$ cat src/rtl/bridge_uart_tx.sv
// Serialises {mode, addr, data} packets from the bus bridge onto a UART TX line,
// MSB byte first, with a one-deep holding register for back-to-back packets.
module bridge_uart_tx #(
   parameter  int ADDR_WIDTH   = 16,
   parameter  int DATA_WIDTH   = 8,
   parameter  int CLKS_PER_BIT = 434,
   localparam int PKT_WIDTH    = 1 + ADDR_WIDTH + DATA_WIDTH,
   localparam int NUM_BYTES    = (PKT_WIDTH + 7) / 8
) (
   input  logic                 clk,
   input  logic                 rst,
   input  logic [PKT_WIDTH-1:0] packet_in,
   input  logic                 valid_in,
   output logic                 tx,
   output logic                 busy,
   output logic                 ready,
   output logic                 done,
   output logic                 overflow
);

   localparam int FRAME_W = NUM_BYTES * 8;
   localparam int BAUD_W  = $clog2(CLKS_PER_BIT);
   localparam int BYTE_W  = (NUM_BYTES > 1) ? $clog2(NUM_BYTES) : 1;
   localparam logic [BAUD_W-1:0] BAUD_MAX  = BAUD_W'(CLKS_PER_BIT - 1);
   localparam logic [BYTE_W-1:0] BYTE_LAST = BYTE_W'(NUM_BYTES - 1);

   typedef enum logic [1:0] {IDLE, START, DATA, STOP} state_t;

   state_t               r_state;
   state_t               w_next;
   logic [BAUD_W-1:0]    r_baud;
   logic [2:0]           r_bit;
   logic [BYTE_W-1:0]    r_byte;
   logic [FRAME_W-1:0]   r_shift;
   logic [PKT_WIDTH-1:0] r_hold;
   logic                 r_hold_full;
   logic                 r_tx;
   logic                 r_done;
   logic                 r_ovf;

   logic       w_baud_end;
   logic       w_last_byte;
   logic       w_stop_end;
   logic       w_frame_end;
   logic       w_drain;
   logic       w_load_direct;
   logic       w_hold_load;
   logic       w_drop;
   logic [7:0] w_cur_byte;
   logic       w_line;

   assign w_baud_end  = (r_baud == BAUD_MAX);
   assign w_last_byte = (r_byte == BYTE_LAST);
   assign w_stop_end  = (r_state == STOP) && w_baud_end;
   assign w_frame_end = w_stop_end && w_last_byte;
   assign w_drain     = w_frame_end && r_hold_full;

   // A strobe landing on the final stop expiry with nothing held goes straight
   // to the shift register so it is neither lost nor delayed by an idle cycle.
   assign w_load_direct = valid_in && ((r_state == IDLE) || (w_frame_end && !r_hold_full));
   assign w_hold_load   = valid_in && (r_state != IDLE) && !w_load_direct
                          && (!r_hold_full || w_drain);
   assign w_drop        = valid_in && (r_state != IDLE) && r_hold_full && !w_drain;

   assign w_cur_byte = 8'(r_shift >> (8 * (NUM_BYTES - 1 - int'(r_byte))));

   always_comb begin
      w_next = r_state;
      w_line = 1'b1;
      case (r_state)
         IDLE: begin
            if (valid_in) w_next = START;
         end
         START: begin
            w_line = 1'b0;
            if (w_baud_end) w_next = DATA;
         end
         DATA: begin
            w_line = w_cur_byte[r_bit];
            if (w_baud_end && (r_bit == 3'd7)) w_next = STOP;
         end
         STOP: begin
            if (w_baud_end) begin
               if (!w_last_byte || r_hold_full || valid_in) w_next = START;
               else                                         w_next = IDLE;
            end
         end
         default: w_next = IDLE;
      endcase
   end

   always_ff @(posedge clk) begin
      if (rst) begin
         r_state     <= IDLE;
         r_baud      <= '0;
         r_bit       <= '0;
         r_byte      <= '0;
         r_hold_full <= 1'b0;
         r_tx        <= 1'b1;
         r_done      <= 1'b0;
         r_ovf       <= 1'b0;
      end else begin
         r_state <= w_next;
         r_tx    <= w_line;
         r_done  <= w_frame_end;

         if ((r_state == IDLE) || w_baud_end) r_baud <= '0;
         else                                 r_baud <= r_baud + 1'b1;

         if ((r_state == DATA) && w_baud_end) r_bit <= r_bit + 3'd1;

         if (w_stop_end) begin
            if (w_last_byte) r_byte <= '0;
            else             r_byte <= r_byte + 1'b1;
         end

         if (w_hold_load)  r_hold_full <= 1'b1;
         else if (w_drain) r_hold_full <= 1'b0;

         if (w_drop) r_ovf <= 1'b1;
      end
   end

   // Packet storage carries no reset; its validity is tracked by the control state.
   always_ff @(posedge clk) begin
      if (w_load_direct)  r_shift <= FRAME_W'(packet_in);
      else if (w_drain)   r_shift <= FRAME_W'(r_hold);
      if (w_hold_load)    r_hold  <= packet_in;
   end

   assign tx       = r_tx;
   assign busy     = (r_state != IDLE);
   assign ready    = !r_hold_full;
   assign done     = r_done;
   assign overflow = r_ovf;

endmodule
$ cat config.mk
export PLATFORM = sky130hd
export DESIGN_NAME = bridge_uart_tx
export DESIGN_NICKNAME = d
export VERILOG_FILES = /design/src/rtl/bridge_uart_tx.sv
export SDC_FILE = /design/constraint.sdc
export NUM_CORES = 1
export LEC_CHECK = 0
export CORE_MARGIN = 3
export CORE_UTILIZATION = 56
export DETAILED_ROUTE_END_ITERATION = 10
export HOLD_SLACK_MARGIN = 0.15
export PLACE_DENSITY = 0.86
export SLEW_MARGIN = 20
export SYNTH_ARGS = -nofsm -noshare
export SYNTH_HDL_FRONTEND = slang
export SYNTH_SLANG_ARGS = --single-unit
$ cat constraint.sdc
create_clock -name clk -period 3.8 [get_ports clk]
set_clock_uncertainty 0.1 [all_clocks]
set_input_delay 0.76 -clock clk [delete_from_list [all_inputs] [get_ports clk]]
set_output_delay 0.76 -clock clk [all_outputs]
set_load 0.02 [all_outputs]
* Word-level counts from Yosys, hierarchy flattened *
Index checks and enable logic that the tools add are counted.

operators by class
  $add $sub $neg = 4
  $lt $le $gt $ge = 1
  equality and inequality tests = 10
  shift-type cells = 1
  mux-type cells = 14
  reduce and logical (&&, ||, !) cells = 27

operators with widths
  kind                 count
  $mux 25              2
  $shr 25x32->8        1
  $logic_and 1x1->1    12
  $mux 2               5
  $add 9x1->9 const B  1
  $eq 9x9->1 const B   1
  $ne 2x2->1 const B   4
  $pmux 2 s4           1
  $eq 2x2->1 const B   3
  $reduce_bool 2->1    3
  $logic_or 1x1->1     5
  $logic_not 1->1      4
  $lt 3x4->1 const B   1
  $mux 1               4
  $reduce_and 4->1     1
  $add 3x1->3 const B  1
  $bmux 1 s3           1
  $eq 3x3->1 const B   1
  $sub 2x2->3 const A  1
  $add 2x1->2 const B  1
  $eq 2x1->1 const B   1
  $logic_not 2->1      1
  $pmux 1 s2           1
  $reduce_or 2->1      1

word-level totals
  bits in registers = 70
  input bits = 28
  output and inout port bits = 5
  word-level logic and storage cells = 67

* Longest topological paths before layout *
  word-level depth = 10
  gate-level depth with buffers = 7

* Worst setup path before layout *
No wires, ideal clock.

  path type = register to register
  start = register r_baud[0]
  end = register r_shift[0] (enable)
  setup time = 414 ps
  arrival = 2456 ps
  setup slack = 831 ps
  cell stages (with the launch flop) = 6
  buffers on the path = 1
  period minus slack after synthesis = 2969 ps
  cells stage by stage = dfxtp_1 -> ha_1 -> nand4b_2 -> or3_1 -> clkbuf_1 -> o2bb2ai_1

on the way
  cells in the longest elaborated chain, start to end = 7
  elaborated cells on any way between the ends = 8
  classes of those cells = eq/ne (1); reduce/logical (7)

ends and longest elaborated chain
  element                        RTL line  source
  start: declaration             31        logic [BAUD_W-1:0] r_baud;
  start signal: assignment       108       else r_baud <= r_baud + 1'b1;
  $eq 9x9->1 *                   52        assign w_baud_end = (r_baud == BAUD_MAX);
  $logic_and 1x1->1 *            54        assign w_stop_end = (r_state == STOP) && w_baud_end;
  $logic_and 1x1->1 *            55        assign w_frame_end = w_stop_end && w_last_byte;
  $logic_and 1x1->1              60        assign w_load_direct = valid_in && ((r_state == IDLE) || (w_frame_end && !r_hold_full));
  $logic_or 1x1->1               60
  $logic_and 1x1->1              60
  $reduce_bool 2->1 (no line) *  --
  end signal: assignment         126       if (w_load_direct) r_shift <= FRAME_W'(packet_in);
  end signal: assignment         127       else if (w_drain) r_shift <= FRAME_W'(r_hold);
  end: declaration               34        logic [FRAME_W-1:0] r_shift;

Mark *: on every way between the ends. The rest lies on a longest branch, timed or not.
A chain may end at the register's enable or synchronous reset.

* Worst setup path in the final report *
  start = register r_state[0]
  end = output busy

on the way
  cells in the longest elaborated chain, start to end = 1

ends and longest elaborated chain
  element                   RTL line  source
  start: declaration        29        state_t r_state;
  start signal: assignment  103       r_state <= w_next;
  $reduce_bool 2->1         132       assign busy = (r_state != IDLE);
  end: declaration          15        output logic busy,

No other way between the ends.

==> flow_summary.yaml <==
run_status:
  status: "finished, final reports clean"
clock_network:
  clk_latency_ns: 0.34
  tritoncts: "done"
  cts_root_buffer: "clkbuf_8"
  postCtsHoldBufs: 0
  cts_buffer_depth: 2
  cts_resized: 0
  htree_levels: 3
  cts.sinks: 70
  cts_setup_buffers: 0
  path_clk_slew_ns: 0.07
  cts_made_buffers: 9
sta:
  setup_viol: 0
  final_hold_viol_count: 0
  setup_tns_ns: 0
  finalWorstSetupSlack_ns: 0.991
  rsz0062_at_grt: "false"
  fin_crit_sh_pct: 73.9
  tightest_slew_ns: 0.485
  max_clock_freq_mhz: 356
  drv_slew: 0
  holdWs_ns: 0.368
  period_minus_slack_ns: 2.81
  slew_headroom_pct: 67.6
run:
  max-cap-violations: 0
detailed_routing:
  wl_met2_um: 2750
  vias_per_cell: 5.59
  met1Wirelength_um: 2200
  wl_met3_um: 234
  antenna_left: 0
  dr.pass1.iters: 4
  drt_iter0_markers: 95
  top_layer: "met4"
  wirelength_um: 5310
  wl_per_cell_um: 16.0
  via_count: 1851
  drc: 0
place:
  dp_cells: 315
  port_buffers: 32
  post_dp_cell_area_mm2: 0.00357
  gp_congestion: 0.865
  hpwl_um: 3600
  dp_slack_ns: 1.22
critical_path:
  crit_fanout: 8
  r2r-end: "r_hold[15]"
  rr_worst_depth: 6
  worstSetupStartpoint: "r_state[0]"
  r2r_slack_ns: 1.46
  r2r-start: "r_byte[1]"
  cp-endpoint: "busy"
  setup.worst_path.start_class: "register"
  end_kind: "output pin"
  cp_data_required_time_ns: 2.94
  crit_type: "reg -> out"
  arrival_ns: 1.95
power:
  power_mw: 2.51
  p_per_area_mw_per_mm2: 658
  vdd_drop_max_uv: 475
  p_leak_nw: 1.38
synth:
  synthDistinctLibCells: 42
  avgSynthCellArea_um2: 14.5
  ys_ff_latch: 70
  synthCells: 220
  yosysWarningCount: 0
  synth_fp_nets: 257
  netlist_area_mm2: 0.00319
  yosysSeqAreaShare_pct: 59.6
final_layout:
  diodes: 0
  fin_util_pct: 71.8
  final_cells: 331
  design_area_mm2: 0.00381
  area_growth_pct: 19.4
  drive_above_1_share_pct: 21.1
  fin_nets: 293
die:
  die_area_mm2: 0.00664
  core_mm2: 0.00530
  ios: 33
  die-width_um: 81.5
  initial_core_util_pct: 60.2
  rows: 26
  die_h_um: 81.5
global_route:
  grt_pass1_wl_um: 8850
  grt_pass1_vias: 1903
  antenna_found_initial: 0
  grt_max_degree: 26
  grt_use_total_pct: 18.8
  grt_overflow: 0
worst_hold_path:
  min_path_cells: 1
  worst_hold_path_type: "reg -> reg"
cell families after synthesis:
family | share of synthesized area (%)
xor gates and xnor gates | 2.20
DFF | 59.6
and+or+nand+nor | 11.6
AOI/OAI and AO/OA | 4.27
muxes | 16.3
adders and majority gates | 3.53
buffers and inverters | 2.47
worst min-delay path by stage:
| stage | start | slack (ns) | to |
|---|---|---|---|
| 5_1_grt | r_baud[0] | 0.39 | r_baud[0] |
| 4_1_cts | r_baud[0] | 0.37 | r_baud[0] |
| 6_report | r_baud[0] | 0.37 | r_baud[0] |
| 3_5_place_dp | overflow | 0.36 | overflow |
| 2_1_floorplan | r_baud[0] | 0.33 | r_baud[0] |
| 3_3_place_gp | r_baud[0] | 0.35 | r_baud[0] |
power by group:
part	switching, mW	leakage, nW	internal [mW]
clock	0.266	0.114	0.435
sequential	0.0688	0.631	1.06
combinational	0.340	0.633	0.335
total	0.674	1.38	1.83
routing by layer:
layer	track usage (%)	up-vias
met5	0	-
met4	11.3	0
met3	5.70	11
met2	32.1	45
met1	20.5	893
li1	-	902
critical path, cell delays in order (launching register included):
cell	delay [ns]
dfxtp_1	0.42
inv_1	0.09
ha_1	0.33
inv_1	0.15
clkdlybuf4s50_1	0.61
cells in the final DEF (no fill, tap or decap), types with 2 or more instances in the layout:
cell             instances
nand3_1                  7
nand3b_1                 3
a21oi_1                  6
bufinv_16                3
clkbuf_8                 9
xor2_1                   3
nand4_1                  2
a31oi_1                  2
o2111ai_1                2
mux2_4                  20
buf_4                    3
mux2i_1                  3
o21ai_0                  3
or3_1                    3
edfxtp_1                50
mux2_2                   7
mux4_2                   5
dfxtp_1                 20
nand2b_1                 2
clkdlybuf4s50_1         32
ha_1                     9
xnor2_1                  5
and3_1                   3
nor2_1                  18
nor3b_1                  2
nand2_1                 13
inv_1                    6
cell usage after synthesis:
cell	number	share of area [%]
edfxtp_1	50	47
dfxtp_1	20	13
mux2_4	20	9.4
nor2_1	18	2.1
nand2_1	13	1.5
ha_1	9	3.5
mux2_2	7	2.5
nand3_1	7	1.1
a21oi_1	6	0.94
inv_1	6	0.71
clkbuf_1	5	0.59
mux4_2	5	3.5
xnor2_1	5	1.4
and3_1	3	0.59
buf_2	3	0.47
mux2i_1	3	0.94
nand3b_1	3	0.71
o21ai_0	3	0.47
or3_1	3	0.59
xor2_1	3	0.82
a31oi_1	2	0.39
buf_6	2	0.71
nand2b_1	2	0.39
nand4_1	2	0.39
nor3b_1	2	0.47
o2111ai_1	2	0.55
a221oi_1	1	0.27
a2bb2oi_1	1	0.27
a311o_1	1	0.31
and3b_1	1	0.27
and4_1	1	0.27
and4b_1	1	0.31
and4bb_2	1	0.39
nand4b_2	1	0.47
nand4bb_4	1	0.86
nor2b_1	1	0.20
nor4_4	1	0.67
nor4b_1	1	0.27
o21ai_2	1	0.27
o21bai_1	1	0.24
o2bb2ai_1	1	0.27
o41ai_1	1	0.27
registers in the layout (all words and copies together), names as in the netlist:
| signal | count |
|---|---|
| r_baud | 9 |
| r_hold_full | 1 |
| r_byte | 2 |
| tx | 1 |
| r_state | 2 |
| overflow | 1 |
| r_hold | 25 |
| r_shift | 25 |
| done | 1 |
| r_bit | 3 |
cell type report:
cell class | count | area (µm²)
inverters | 6 | 22.5
clock inverters | 6 | 110
well taps | 70 | 87.6
flip-flops and latches | 70 | 1900
repair buffers | 35 | 343
clock buffers | 10 | 128
fillers | 356 | 1490
multi-input cells | 134 | 1220
(Power assumes the default switching activity.)
